[src/rtl/encoder_priority.sv]
// encoder_priority: registered priority encoder.
// Reports the index of the highest-numbered set bit of d, one cycle after
// sampling. valid separates "bit 0 set" (y=0, valid=1) from "nothing set"
// (y=0, valid=0). There is no state apart from the output register.
module encoder_priority #(
    parameter int WIDTH = 8,
    parameter int OUT_W = 3
) (
    input  logic             clk,
    input  logic             rst,
    input  logic [WIDTH-1:0] d,
    output logic [OUT_W-1:0] y,
    output logic             valid
);

    logic [OUT_W-1:0] idx;
    logic             any;

    // Ascending scan where the last hit wins, so the highest set bit takes priority.
    always_comb begin
        idx = '0;
        for (int i = 0; i < WIDTH; i++) begin
            if (d[i]) begin
                idx = OUT_W'(i);
            end
        end
    end

    assign any = |d;

    // Output register. Reset clears it immediately, without waiting for a clock edge.
    always_ff @(posedge clk or posedge rst) begin
        if (rst) begin
            y     <= '0;
            valid <= 1'b0;
        end else begin
            y     <= idx;
            valid <= any;
        end
    end

endmodule

[config.mk]
export PLATFORM = sky130hd
export DESIGN_NAME = encoder_priority
export DESIGN_NICKNAME = d
export VERILOG_FILES = /design/src/rtl/encoder_priority.sv
export SDC_FILE = /design/constraint.sdc
export NUM_CORES = 1
export LEC_CHECK = 0
export BUFFER_PORTS_ARGS = -buffer_cell sky130_fd_sc_hd__buf_2
export CORE_AREA = 2 2 39 41
export CTS_CLUSTER_DIAMETER = 40
export CTS_CLUSTER_SIZE = 25
export DETAILED_ROUTE_END_ITERATION = 7
export DIE_AREA = 0 0 41 43
export MAX_ROUTING_LAYER = met4
export PLACE_DENSITY = 0.42
export SYNTH_ARGS = -nofsm -noshare
export SYNTH_HDL_FRONTEND = slang
export SYNTH_SLANG_ARGS = --single-unit
[constraint.sdc]
create_clock -name clk -period 1.4 [get_ports clk]
set_clock_uncertainty 0.1 [all_clocks]
set_input_delay 0.35 -clock clk [delete_from_list [all_inputs] [get_ports clk]]
set_output_delay 0.35 -clock clk [all_outputs]
set_load 0.01 [all_outputs]
==> impl_metrics.ini, run 1 <==
[status]
status = complete, no violations

[yosys]
synth_compound_area_frac = 0.199
syn_area_um2 = 170
syn_inst = 17
synth-simple-area-share = 0.147
synth-adder-area-share = 0
yosysSeqAreaShare = 0.588
synth-seq-cells = 4
netlist.area_leader.share = 0.588
synth.net_count = 27
synthMuxAreaShare = 0
ys_types = 10
yosysTopAreaCell = dfrtp_1
synth_top_family_by_area = compound AO/OA/AOI/OAI gates
synthTopCellsByArea = dfrtp_1 59%, nor2_1 8.8%, o31ai_2 7.4%
ys_warn_count = 0
synthXorXnorAreaFrac = 0
syn_avg_cell_area_um2 = 10.0

[floorplanning]
core_um2 = 1380
die_area_um2 = 1760
row_count = 14
initial_core_util = 0.123
ioPinCount = 14
die_width_um = 41
die_h_um = 43

[worst_setup_path]
end_kind = primary output
critical_path_class = reg -> out
crit_required_ps = 950
worstSetupStartpointType = register
endpoint = y[1]
cpPeakStageDelay_ps = 350
cp_cell_sequence = buf_2
cp.arrival_ps = 710
path_buf_inv = 1
cp_slowest_cell = dfrtp_1
worstSetupPathDepth = 1
crit_fanout = 1
cp-startpoint = y[1]
cp_top_family = flip-flops

[power_and_ir_drop]
power_leakage_uw = 0.000134
ir_worst_vdd_v = 0.000121
powerDensity_nw_per_um2 = 1050

[final_layout]
nNetsFinal = 46
syn2layout_area_growth_pct = 69.1
diodes = 0
fin_util = 0.208
multi_input_area_um2 = 58.8
drive_gt1_frac = 0.559
seq_area_um2 = 100
nFillCells = 150

[timing]
tns_ps = 0
tightest_slew_ps = 180
setup_viol = 0
finalCritPeriodShare = 0.830
drv_slew = 0
final_hold_viol_count = 0
period_needed_ps = 1160
rsz0062_at_grt = no
max_freq_mhz = 861
slew_headroom = 0.879

[routing]
dr.max_layer_used = met4
m1WireLength_um = 150
wirelength_um = 390
vias_per_cell = 3.70
post_drt_wl_per_cell_um = 7.80
via_count = 185
met3_wirelength_um = 38
drtIter0Drc = 0
drtAntennaViolNets = 0
wl_met2_um = 192
first_pass_iters = 1
drc = 0

[flow_run]
drv_cap = 0

[global_route]
track_usage = 0.0689
overflow = 0
grt_pass1_vias = 187
antenna_found_initial = 0
grt_pass1_wl_um = 717
grt_max_degree = 5

[placed_design]
gp_congestion = 0.681
portBuffers = 13
dp_hpwl_um = 319

[clock_tree]
root_buffer = clkbuf_4
clk_pin_slew_ps = 40
cts_sinks = 4
clockBufferDepth = 2
cts_tree = done
cts_resized = 0
numCtsBuffers = 3
h-tree-depth = 1

[worst_hold_path]
hp-class = in -> reg
==> worst min-delay path by stage <==
| stage | startpoint | depth (start not counted) | endpoint | slack, ps |
|---|---|---|---|---|
| 2_1_floorplan | rst | 1 | valid | 20 |
| 3_3_place_gp | rst | 2 | y[1] | 130 |
| 3_5_place_dp | rst | 2 | y[2] | 140 |
| 4_1_cts | d[7] | 3 | y[0] | 220 |
| 5_1_grt | d[6] | 2 | y[0] | 230 |
| 6_report | d[7] | 3 | y[0] | 230 |
==> through the flow <==
stage	instance area (µm²)	setup slack, ps	power [µW]	instances	hold slack, ps
2_1_floorplan	170	574	139	17	16.1
6_report	288	238	302	50	229
3_5_place_dp	255	399	162	46	137
4_1_cts	288	224	312	50	223
5_1_grt	288	193	329	50	230
3_3_place_gp	255	419	162	46	135
==> metal layers <==
metal  vias up  GRT usage
met5         -          -
met4         0     0.0800
met3         2     0.0471
met2         8     0.0844
met1        84     0.0611
li1         91          -
==> final cells by class <==
type / count / share of cell area
Tap cell: 16 / 0.0696
Sequential cell: 4 / 0.348
Timing Repair Buffer: 14 / 0.261
Inverter: 3 / 0.0391
Multi-Input combinational cell: 10 / 0.204
Clock buffer: 3 / 0.0783
==> where the power goes <==
group | internal [µW] | switching (µW)
registers | 121 | 0.908
clock network | 95.7 | 44.5
logic | 19.5 | 21.0
==> flip-flops by register name, indices dropped and copies added, names as in the netlist <==
name / count
valid: 1
y: 3
==> layout by cell type, fill, tap and decap left out <==
master,netlist,layout
a21oi_1,1,1
a21oi_2,1,1
buf_2,0,13
clkbuf_4,0,3
dfrtp_1,4,4
dlygate4sd3_1,0,1
inv_1,2,2
inv_2,1,1
nand2_1,1,1
nand4_1,1,1
nor2_1,4,4
o31ai_1,1,1
o31ai_2,1,1
==> cell families (layout without fill, tap and decap cells) <==
logic type	after synthesis	after routing
flip-flops	4	4
AO/OA/AOI/OAI	4	4
buffers and inverters	3	20
AND/OR/NAND/NOR	6	6
==> cells in the mapped netlist <==
library cell / instances
nand4_1: 1
inv_1: 2
o31ai_1: 1
inv_2: 1
nor2_1: 4
a21oi_2: 1
nand2_1: 1
o31ai_2: 1
dfrtp_1: 4
a21oi_1: 1
==> what timing repair did <==
item	CTS	global route
buffers inserted	0	0
hold buffers	1	0
hold endpoints to repair	4	0
Power figures use the tool's default switching activity.
==> run 2: changes to the inputs <==
ABC_AREA = 1   (was unset)
PLACE_DENSITY = 0.44   (was 0.42)
clock period = 1 ns   (was 1.4 ns; I/O delays follow)
==> impl_metrics.ini, run 2 <==
[routing]
vias_per_cell = 3.29
drtIter0Drc = 0
post_drt_wl_per_cell_um = 6.12
wirelength_um = 355
first_pass_iters = 1
via_count = 191
drc = 0
drtAntennaViolNets = 0

[clock_tree]
cts_tree = done
clk_pin_slew_ps = 40
cts_sinks = 4
numCtsBuffers = 3
root_buffer = clkbuf_4
clockBufferDepth = 2
postCtsSetupBuffers = 0
h-tree-depth = 1

[timing]
drv_slew = 0
slew_headroom = 0.872
final_hold_viol_count = 0
fin_ws_ps = -55.3
period_needed_ps = 1060
rsz0062_at_grt = yes
finalCritPeriodShare = 1.06
max_freq_mhz = 948
setup_viol = 4
tightest_slew_ps = 191

[placed_design]
portBuffers = 13
placed_cell_area_um2 = 267
gp_congestion = 0.641
place_ws_ps = 47.9

[final_layout]
drive_gt1_frac = 0.381
layout_commonest_cell = buf_2
top_register = y
diodes = 0
design_area_um2 = 299
nNetsFinal = 54
largest_registers = y (3), valid (1)
largest_register_ffs = 3
syn2layout_area_growth_pct = 64.8
layout_common_cells = 13 x buf_2, 10 x nand2_1, 7 x inv_1
nFillCells = 154

[worst_setup_path]
cp_slowest_cell = dfrtp_1
end_kind = primary output
crit_fanout = 1
cp_cell_sequence = buf_2
cp.arrival_ps = 710
endpoint = y[1]
crit_required_ps = 650
worstSetupStartpointType = register
cp-startpoint = y[1]
path_buf_inv = 1
worstSetupPathDepth = 1
cp_top_family = flip-flops
critical_path_class = reg -> out
cpPeakStageDelay_ps = 350

[floorplanning]
initial_core_util = 0.131
die_h_um = 43
ioPinCount = 14
core_um2 = 1380
row_count = 14
die_area_um2 = 1760
die_width_um = 41

[yosys]
syn_area_um2 = 181
yosysTopAreaCell = dfrtp_1
synth_top_family_by_area = simple AND/OR/NAND/NOR gates
synth_edf_count = 0
synthXorXnorAreaFrac = 0
ys.flop_type = dfrtp_1
yosysSeqAreaShare = 0.552
synth.most_common_cell = nand2_1
syn_inst = 25
synth-simple-area-share = 0.303
synthArstFlopShare = 1.00
synthTopCellsByArea = dfrtp_1 55%, nand2_1 21%, inv_1 14%
synth-adder-area-share = 0
synth_compound_area_frac = 0
synth-seq-cells = 4
synth.net_count = 35
synth_commonest_cells = 10 x nand2_1, 7 x inv_1, 4 x dfrtp_1
netlist.area_leader.share = 0.552
synthMuxAreaShare = 0
ys_types = 6
ys_warn_count = 0
syn_avg_cell_area_um2 = 7.26

[power_and_ir_drop]
powerDensity_nw_per_um2 = 1390
ir_worst_vdd_v = 0.000240
p_total_uw = 416
power_leakage_uw = 0.000168

[worst_hold_path]
hp-class = in -> reg

[global_route]
grt_max_degree = 5
grt_pass1_vias = 155
grt_pass1_wl_um = 469
overflow = 0
track_usage = 0.0463
antenna_found_initial = 0

[flow_run]
drv_cap = 0

[status]
violations = negative setup slack
status = complete, but fails checks
-- run 2: cell count changes after synthesis, sizes merged --
cell	delta
o31ai	-2
nand2	+9
inv	+4
nand4	-1
nand3	+1
nor2	-2
a21oi	-2
nor3	+1
-- run 2: worst min path at each step --
stage,start,endpoint,slack [ps],cells after the start
5_1_grt,d[7],y[0],140,3
2_1_floorplan,rst,valid,-80,1
3_5_place_dp,rst,y[0],30,2
4_1_cts,d[7],y[0],120,3
6_report,d[7],y[0],130,3
3_3_place_gp,rst,y[0],30,2
-- run 2: cells by family (layout without fill, tap and decap cells) --
group                  count (synthesis)  count (layout)
and+or+nand+nor                       14              14
DFF                                    4               4
buffers and inverters                  7              24
-- run 2: routing by layer --
metal  part of all wire  vias up  track usage
li1                   -      104            -
met1               0.41       76       0.0419
met2               0.46       11       0.0531
met3               0.12        0            0
met4                  0        0        0.100
met5                  0        -            -
-- run 2: repair_timing --
| item | in CTS | in global routing |
|---|---|---|
| endpoints found under the setup margin | 4 | 4 |
| gates cloned | 0 | 0 |
| resized for setup | 0 | 0 |
| hold endpoints to repair | 4 | 0 |
| hold buffers | 1 | 0 |
-- run 2: cell type report --
type	instances	area, µm²	area share
Inverter	7	26.3	0.0879
Multi-Input combinational cell	14	55.1	0.184
Sequential cell	4	100	0.335
Tap cell	16	20.0	0.0669
Timing Repair Buffer	14	75.1	0.251
Clock buffer	3	22.5	0.0753
-- run 2: power breakdown --
group          switching, µW  internal (µW)  total [µW]
clock                   56.9            134         190
combinational           28.3           27.0        55.3
sequential              1.11            169         170
-- run 2: through the flow --
step	TNS, ps	hold WS, ps	utilization	instances
final	-210	128	0.216	58
after global routing	-304	136	0.216	58
after CTS	-269	119	0.216	58
after detailed placement	0	32.6	0.193	54
after global placement	0	30.6	0.193	54
after floorplan	0	-83.9	-	25
